--- src/rtl/cache_bus_arbiter_pkg.sv ---
// Shared encodings for the I/D cache bus arbiter: FSM states, grant IDs and
// SRAM-like transfer size codes.
package cache_bus_arbiter_pkg;

    typedef enum logic [1:0] {
        ST_IDLE = 2'd0,
        ST_ADDR = 2'd1,
        ST_DATA = 2'd2
    } state_t;

    typedef enum logic {
        GNT_INST = 1'b0,
        GNT_DATA = 1'b1
    } gnt_t;

    localparam logic [1:0] SIZE_BYTE = 2'd0;
    localparam logic [1:0] SIZE_HALF = 2'd1;
    localparam logic [1:0] SIZE_WORD = 2'd2;

endpackage

--- src/rtl/cache_bus_arbiter.sv ---
// Merges the I-cache and D-cache SRAM-like ports onto one downstream port,
// one outstanding transaction at a time, data-first with inst starvation guard.
//
// state   | meaning
// --------+-------------------------------------------------------------
// IDLE    | no transaction; arbitrate pending requests, mem_req low
// ADDR    | granted master's request forwarded, waiting for mem_addr_ok
// DATA    | address accepted, waiting for mem_data_ok
module cache_bus_arbiter
    import cache_bus_arbiter_pkg::*;
#(
    parameter int unsigned STARVE_LIMIT = 4
) (
    input  logic        clk,
    input  logic        rst,

    input  logic        inst_req,
    input  logic        inst_wr,
    input  logic [1:0]  inst_size,
    input  logic [31:0] inst_addr,
    input  logic [31:0] inst_wdata,
    output logic [31:0] inst_rdata,
    output logic        inst_addr_ok,
    output logic        inst_data_ok,

    input  logic        data_req,
    input  logic        data_wr,
    input  logic [1:0]  data_size,
    input  logic [31:0] data_addr,
    input  logic [31:0] data_wdata,
    output logic [31:0] data_rdata,
    output logic        data_addr_ok,
    output logic        data_data_ok,

    output logic        mem_req,
    output logic        mem_wr,
    output logic [1:0]  mem_size,
    output logic [31:0] mem_addr,
    output logic [31:0] mem_wdata,
    input  logic [31:0] mem_rdata,
    input  logic        mem_addr_ok,
    input  logic        mem_data_ok
);

    localparam int CW = (STARVE_LIMIT < 1) ? 1 : $clog2(STARVE_LIMIT + 1);
    localparam logic [CW-1:0] LIMIT = CW'(STARVE_LIMIT);

    state_t        state, state_nxt;
    gnt_t          gnt, gnt_nxt;
    logic [CW-1:0] starve_cnt, starve_cnt_nxt;
    logic          sel_inst;

    // Only meaningful when at least one request is pending.
    function automatic gnt_t arbitrate(input logic ireq, input logic dreq,
                                       input logic [CW-1:0] cnt);
        if (ireq && (!dreq || cnt == LIMIT))
            return GNT_INST;
        return GNT_DATA;
    endfunction

    always_ff @(posedge clk or negedge rst) begin
        if (!rst) begin
            state      <= ST_IDLE;
            gnt        <= GNT_INST;
            starve_cnt <= '0;
        end else begin
            state      <= state_nxt;
            gnt        <= gnt_nxt;
            starve_cnt <= starve_cnt_nxt;
        end
    end

    always_comb begin
        state_nxt      = state;
        gnt_nxt        = gnt;
        starve_cnt_nxt = starve_cnt;
        case (state)
            ST_IDLE: begin
                if (inst_req || data_req) begin
                    gnt_nxt   = arbitrate(inst_req, data_req, starve_cnt);
                    state_nxt = ST_ADDR;
                    if (gnt_nxt == GNT_INST)
                        starve_cnt_nxt = '0;
                    else if (inst_req && starve_cnt != LIMIT)
                        starve_cnt_nxt = starve_cnt + 1'b1;
                end
            end
            ST_ADDR: if (mem_addr_ok) state_nxt = ST_DATA;
            ST_DATA: if (mem_data_ok) state_nxt = ST_IDLE;
            default: state_nxt = ST_IDLE;
        endcase
    end

    // Request fields are muxed by grant at all times; only mem_req is gated by state.
    assign sel_inst  = (gnt == GNT_INST);
    assign mem_req   = (state == ST_ADDR) && (sel_inst ? inst_req : data_req);
    assign mem_wr    = sel_inst ? inst_wr    : data_wr;
    assign mem_size  = sel_inst ? inst_size  : data_size;
    assign mem_addr  = sel_inst ? inst_addr  : data_addr;
    assign mem_wdata = sel_inst ? inst_wdata : data_wdata;

    assign inst_addr_ok = (state == ST_ADDR) &&  sel_inst && mem_addr_ok;
    assign data_addr_ok = (state == ST_ADDR) && !sel_inst && mem_addr_ok;
    assign inst_data_ok = (state == ST_DATA) &&  sel_inst && mem_data_ok;
    assign data_data_ok = (state == ST_DATA) && !sel_inst && mem_data_ok;

    assign inst_rdata = mem_rdata;
    assign data_rdata = mem_rdata;

endmodule

--- config.mk ---
export PLATFORM = sky130hd
export DESIGN_NAME = cache_bus_arbiter
export DESIGN_NICKNAME = d
export VERILOG_FILES = /design/src/rtl/cache_bus_arbiter_pkg.sv /design/src/rtl/cache_bus_arbiter.sv
export SDC_FILE = /design/constraint.sdc
export NUM_CORES = 1
export LEC_CHECK = 0
export BUFFER_PORTS_ARGS = -buffer_cell sky130_fd_sc_hd__clkbuf_2
export CAP_MARGIN = 15
export CORE_AREA = 4 4 116 118
export CTS_CLUSTER_DIAMETER = 50
export DETAILED_ROUTE_END_ITERATION = 7
export DIE_AREA = 0 0 120 122
export PLACE_DENSITY = 0.44
export SYNTH_ARGS = -nofsm -noshare
export SYNTH_HDL_FRONTEND = slang
export SYNTH_SLANG_ARGS = --single-unit
--- constraint.sdc ---
create_clock -name clk -period 1.7 [get_ports clk]
set_input_delay 0.17 -clock clk [delete_from_list [all_inputs] [get_ports clk]]
set_output_delay 0.17 -clock clk [all_outputs]
set_load 0.01 [all_outputs]
; Yosys cells after proc, flatten, opt, wreduce, memory -nomap -nowiden
; Cells that the tools add are included.
[word_totals]
regBits = 6
inputBits = 172
out_inout_bits = 136
elab_cells = 49
[op_classes]
add_sub_neg = 1
n_eq_ne = 8
mux = 18
n_bitwise = 1
n_reduce_logical = 18
[op_table]
columns = cell, n
row1 = 32-bit two-way mux, 2
row2 = 1-bit logical AND, 11
row3 = 1-bit two-way mux, 9
row4 = 2-bit two-way mux, 4
row5 = 3-bit two-way mux, 2
row6 = "2-bit != test, second input constant", 3
row7 = 2-bit case mux with 3 select lines, 1
row8 = 3-bit AND reduction, 2
row9 = "3-bit by 1-bit adder with 3-bit output, second input constant", 1
row10 = "3-bit equality test, second input constant", 1
row11 = "3-bit != test, second input constant", 1
row12 = "2-bit by 1-bit equality test with 1-bit output, second input constant", 1
row13 = "2-bit equality test, second input constant", 1
row14 = 2-bit logical NOT, 1
row15 = 1-bit logical OR, 2
row16 = "2-bit by 1-bit != test with 1-bit output, second input constant", 1
row17 = 2-bit AND reduction, 1
row18 = 1-bit logical NOT, 1
row19 = 1-bit inverter, 1

; Depth between registers and ports, before layout
[logic_depth]
depth_word = 11
ltp_mapped = 5
depth_no_buf = 5

; Worst setup path before layout
; OpenSTA, ideal clock, no wires.
[synth_path]
path_kind = register to register
startpoint = reg state[0]
endpoint = reg starve_cnt[0]
setup_time_ns = 0.125
arrival_time_ns = 1.136
required_ns = 1.575
setup_slack_ns = 0.440
stages_incl_launch_ff = 4
path_buffers = 1
period_less_slack_ns = 1.260
path_cell_list = dfrtp_1 > buf_6 > or3b_4 > mux2_2
[synth_via]
elab_chain_cells = 2
[synth_rtl]
columns = element, line
row1 = "start, declared", cache_bus_arbiter.sv:48  ; state_t state, state_nxt;
row2 = "start signal, assigned", cache_bus_arbiter.sv:67  ; state <= state_nxt;
row3 = 2-bit logical NOT, cache_bus_arbiter.sv:77  ; case (state)
row4 = 3-bit AND reduction (no source line), --
row5 = "end signal, assigned", cache_bus_arbiter.sv:69  ; starve_cnt <= starve_cnt_nxt;
row6 = "end, declared", cache_bus_arbiter.sv:50  ; logic [CW-1:0] starve_cnt, starve_cnt_nxt;
; Every way passes these cells.
; A chain may end at the register's enable or synchronous reset.

; Worst setup path after layout
[layout_path]
startpoint = reg gnt
endpoint = out mem_wdata[29]
[layout_via]
elab_chain_cells = 1
[layout_rtl]
columns = element, line
row1 = "start, declared", cache_bus_arbiter.sv:49  ; gnt_t gnt, gnt_nxt;
row2 = "start signal, assigned", cache_bus_arbiter.sv:68  ; gnt <= gnt_nxt;
row3 = 32-bit two-way mux, cache_bus_arbiter.sv:100  ; assign mem_wdata = sel_inst ? inst_wdata : data_wdata;
row4 = "end, declared", cache_bus_arbiter.sv:39  ; output logic [31:0] mem_wdata,
; Every way passes these cells.

==> out/summary.txt <==
XOR/XNOR Fraction of Synth Area - 0
routability cong. - 0.663
simple-gate share of the synthesized area - 0.0544
Vert. Die Dim - 122 µm
Final min period - 1570 ps
power density cells - 1170 nW/µm²
most common cell after layout, fill and taps aside - clkbuf_2
largest net degree at the start of global routing - 40
Top Ports - 308
DRT Pass-1 Iters - 2
share of layout cells above drive strength 1 - 0.898
Worst Tran Pin Value - 264 ps
CTS Sinks - 6
Area growth syn-to-layout - 53.7%
placement row count - 41
CTS root buf - clkbuf_16
VDD IR max - 0.000317 V
status - complete, no violations
CTS clk-pin slew, worst paths - 30 ps
die footprint - 14,600 µm²
unrepaired setup endpoints after global routing - false
main area contributors after synthesis - mux2_2, buf_4, dfrtp_1
Tot GR Track Use - 0.0755
Wirelength per Cell - 12.9 µm
Mapped Cells - 176
Mapped Area - 1630 µm²
crit start category - register
Yosys warning count - 0
Post-synth EDFFs - 0
CTS Buf Count - 3
worst hold path type - in2reg
GR Overflow Total - 0
Skew-Pair Late Insertion Delay - 230 ps
core area - 12,500 µm²
clock skew - 2.38 ps
Port Buffers - 211
Compound-Gate Fraction of Synth Area - 0.0314
DRT antenna net count - 0
final setup fails - 0
Synth Net Count - 350
dominant cell type by area after synthesis - mux2_2
Seq/Total Area, Yosys - 0.0919
Synth top area share - 0.469
Yosys reg bits - 6
Slew HR - 0.824
final WL - 6350 µm
placed wire-length estimate - 5690 µm
largest family of logic cells by synthesized area - multiplexers
Unique masters post-synth - 22
fin. max-slew vios - 0
Vias - 1,779
Tcrit/Tclk final - 0.922
crit path DAT - 1400 ps
Setup crit end kind - output port
Synth async-reset ratio - 1.00
crit path max fanout - 39
syn_area_per_cell - 9.28 µm²
clk buf depth - 2
first-pass GRT wire length - 9000 µm
vias in the first global route - 1,796
Die X - 120 µm
worst setup margin - 133 ps
starting density of the core - 0.131
worst endpoint required time - 1530 ps
CTS tree - done
commonest cells after routing, fill and taps aside - clkbuf_2, mux2_2, dfrtp_1
first-iteration detailed-routing DRC count - 23
setup tns final - 0 ps
# H-tree levels - 1
fmax - 638 MHz
post-synthesis mux area share - 0.475
Adder-Cell Fraction of Synth Area - 0.0153
ANT cells - 0
Crit Path Category - reg2out
Fin. Hold Viols - 0
static leakage - 0.00137 µW
DP Worst Slack - 350 ps
Synth Flop Type - dfrtp_1
max cap viols - 0
Vias/cell - 3.60
final net count - 497
initial antenna violation count - 0
Residual DRC - 0
[metal layers]
metal | global-route usage | up-vias | wire length, µm
met5 | 0 | - | 0
li1 | - | 838 | -
met4 | 0.0279 | 0 | 112
met1 | 0.0852 | 787 | 2280
met2 | 0.131 | 132 | 3140
met3 | 0.0269 | 22 | 815
[path summary, 6_finish.rpt]
kind	startpoint	endpoint	slack (ps)	cells past startpoint
max	gnt	mem_wdata[29]	130	3
min	mem_addr_ok	state[0]	160	2
max reg2reg	state[1]	starve_cnt[2]	420	3
min reg2reg	starve_cnt[2]	starve_cnt[2]	500	1
max in group asynchronous	rst	gnt	1220	2
min in group asynchronous	rst	starve_cnt[2]	310	2
[critical path, stage by stage, from the launching register on]
cell	delay [ps]
dfrtp_2	400
buf_12	230
mux2_2	370
clkbuf_2	140
[sequential cells by signal, summed over array words and instances (netlist names)]
register,flops
starve_cnt,3
state,2
gnt,1
[cell usage after synthesis, types with 2 or more instances]
master,number
mux2_2,68
ha_1,2
dfrtp_1,6
nor3b_1,3
inv_1,3
o21ai_0,3
nor3_1,3
buf_4,64
buf_2,8
a21oi_1,2
nor2_1,3
[kinds of logic after synthesis]
| logic type | Yosys count |
|---|---|
| flip-flops | 6 |
| AND/OR/NAND/NOR | 15 |
| AO/OA/AOI/OAI | 8 |
| buffers and inverters | 76 |
| multiplexers | 69 |
| adder cells (fa/ha/maj) | 2 |
[what timing repair did]
action | 4_1_cts | 5_1_grt
gates resized for setup | 0 | 0
setup buffers | 0 | 0
hold endpoints to repair | 6 | 0
setup endpoints to repair | 0 | 0
hold buffers | 1 | 0
[per-stage QoR]
step | instances | area [µm²] | total power (µW) | hold slack, ps | util
global placement | 489 | 2420 | 2540 | 8.56 | 0.194
floorplan | 176 | 1630 | 1870 | -126 | -
finish | 494 | 2510 | 2930 | 161 | 0.201
CTS | 494 | 2510 | 2990 | 172 | 0.201
detailed placement | 489 | 2420 | 2580 | 13.3 | 0.194
global route | 494 | 2510 | 3160 | 176 | 0.201
[cell type report]
| class | instances | area [µm²] |
|---|---|---|
| multi-input combinational | 94 | 941 |
| inverter | 3 | 11.3 |
| fill | 1387 | 9950 |
| timing repair buffer | 215 | 1110 |
| tap | 172 | 215 |
| clock buffer | 4 | 78.8 |
| sequential | 6 | 151 |
[where the power goes]
part	switching, µW	internal [µW]	total [µW]
combinational	1060	1210	2270
clock	79.2	311	390
sequential	67.0	207	274
total	1200	1730	2930
(Power assumes the default switching activity.)
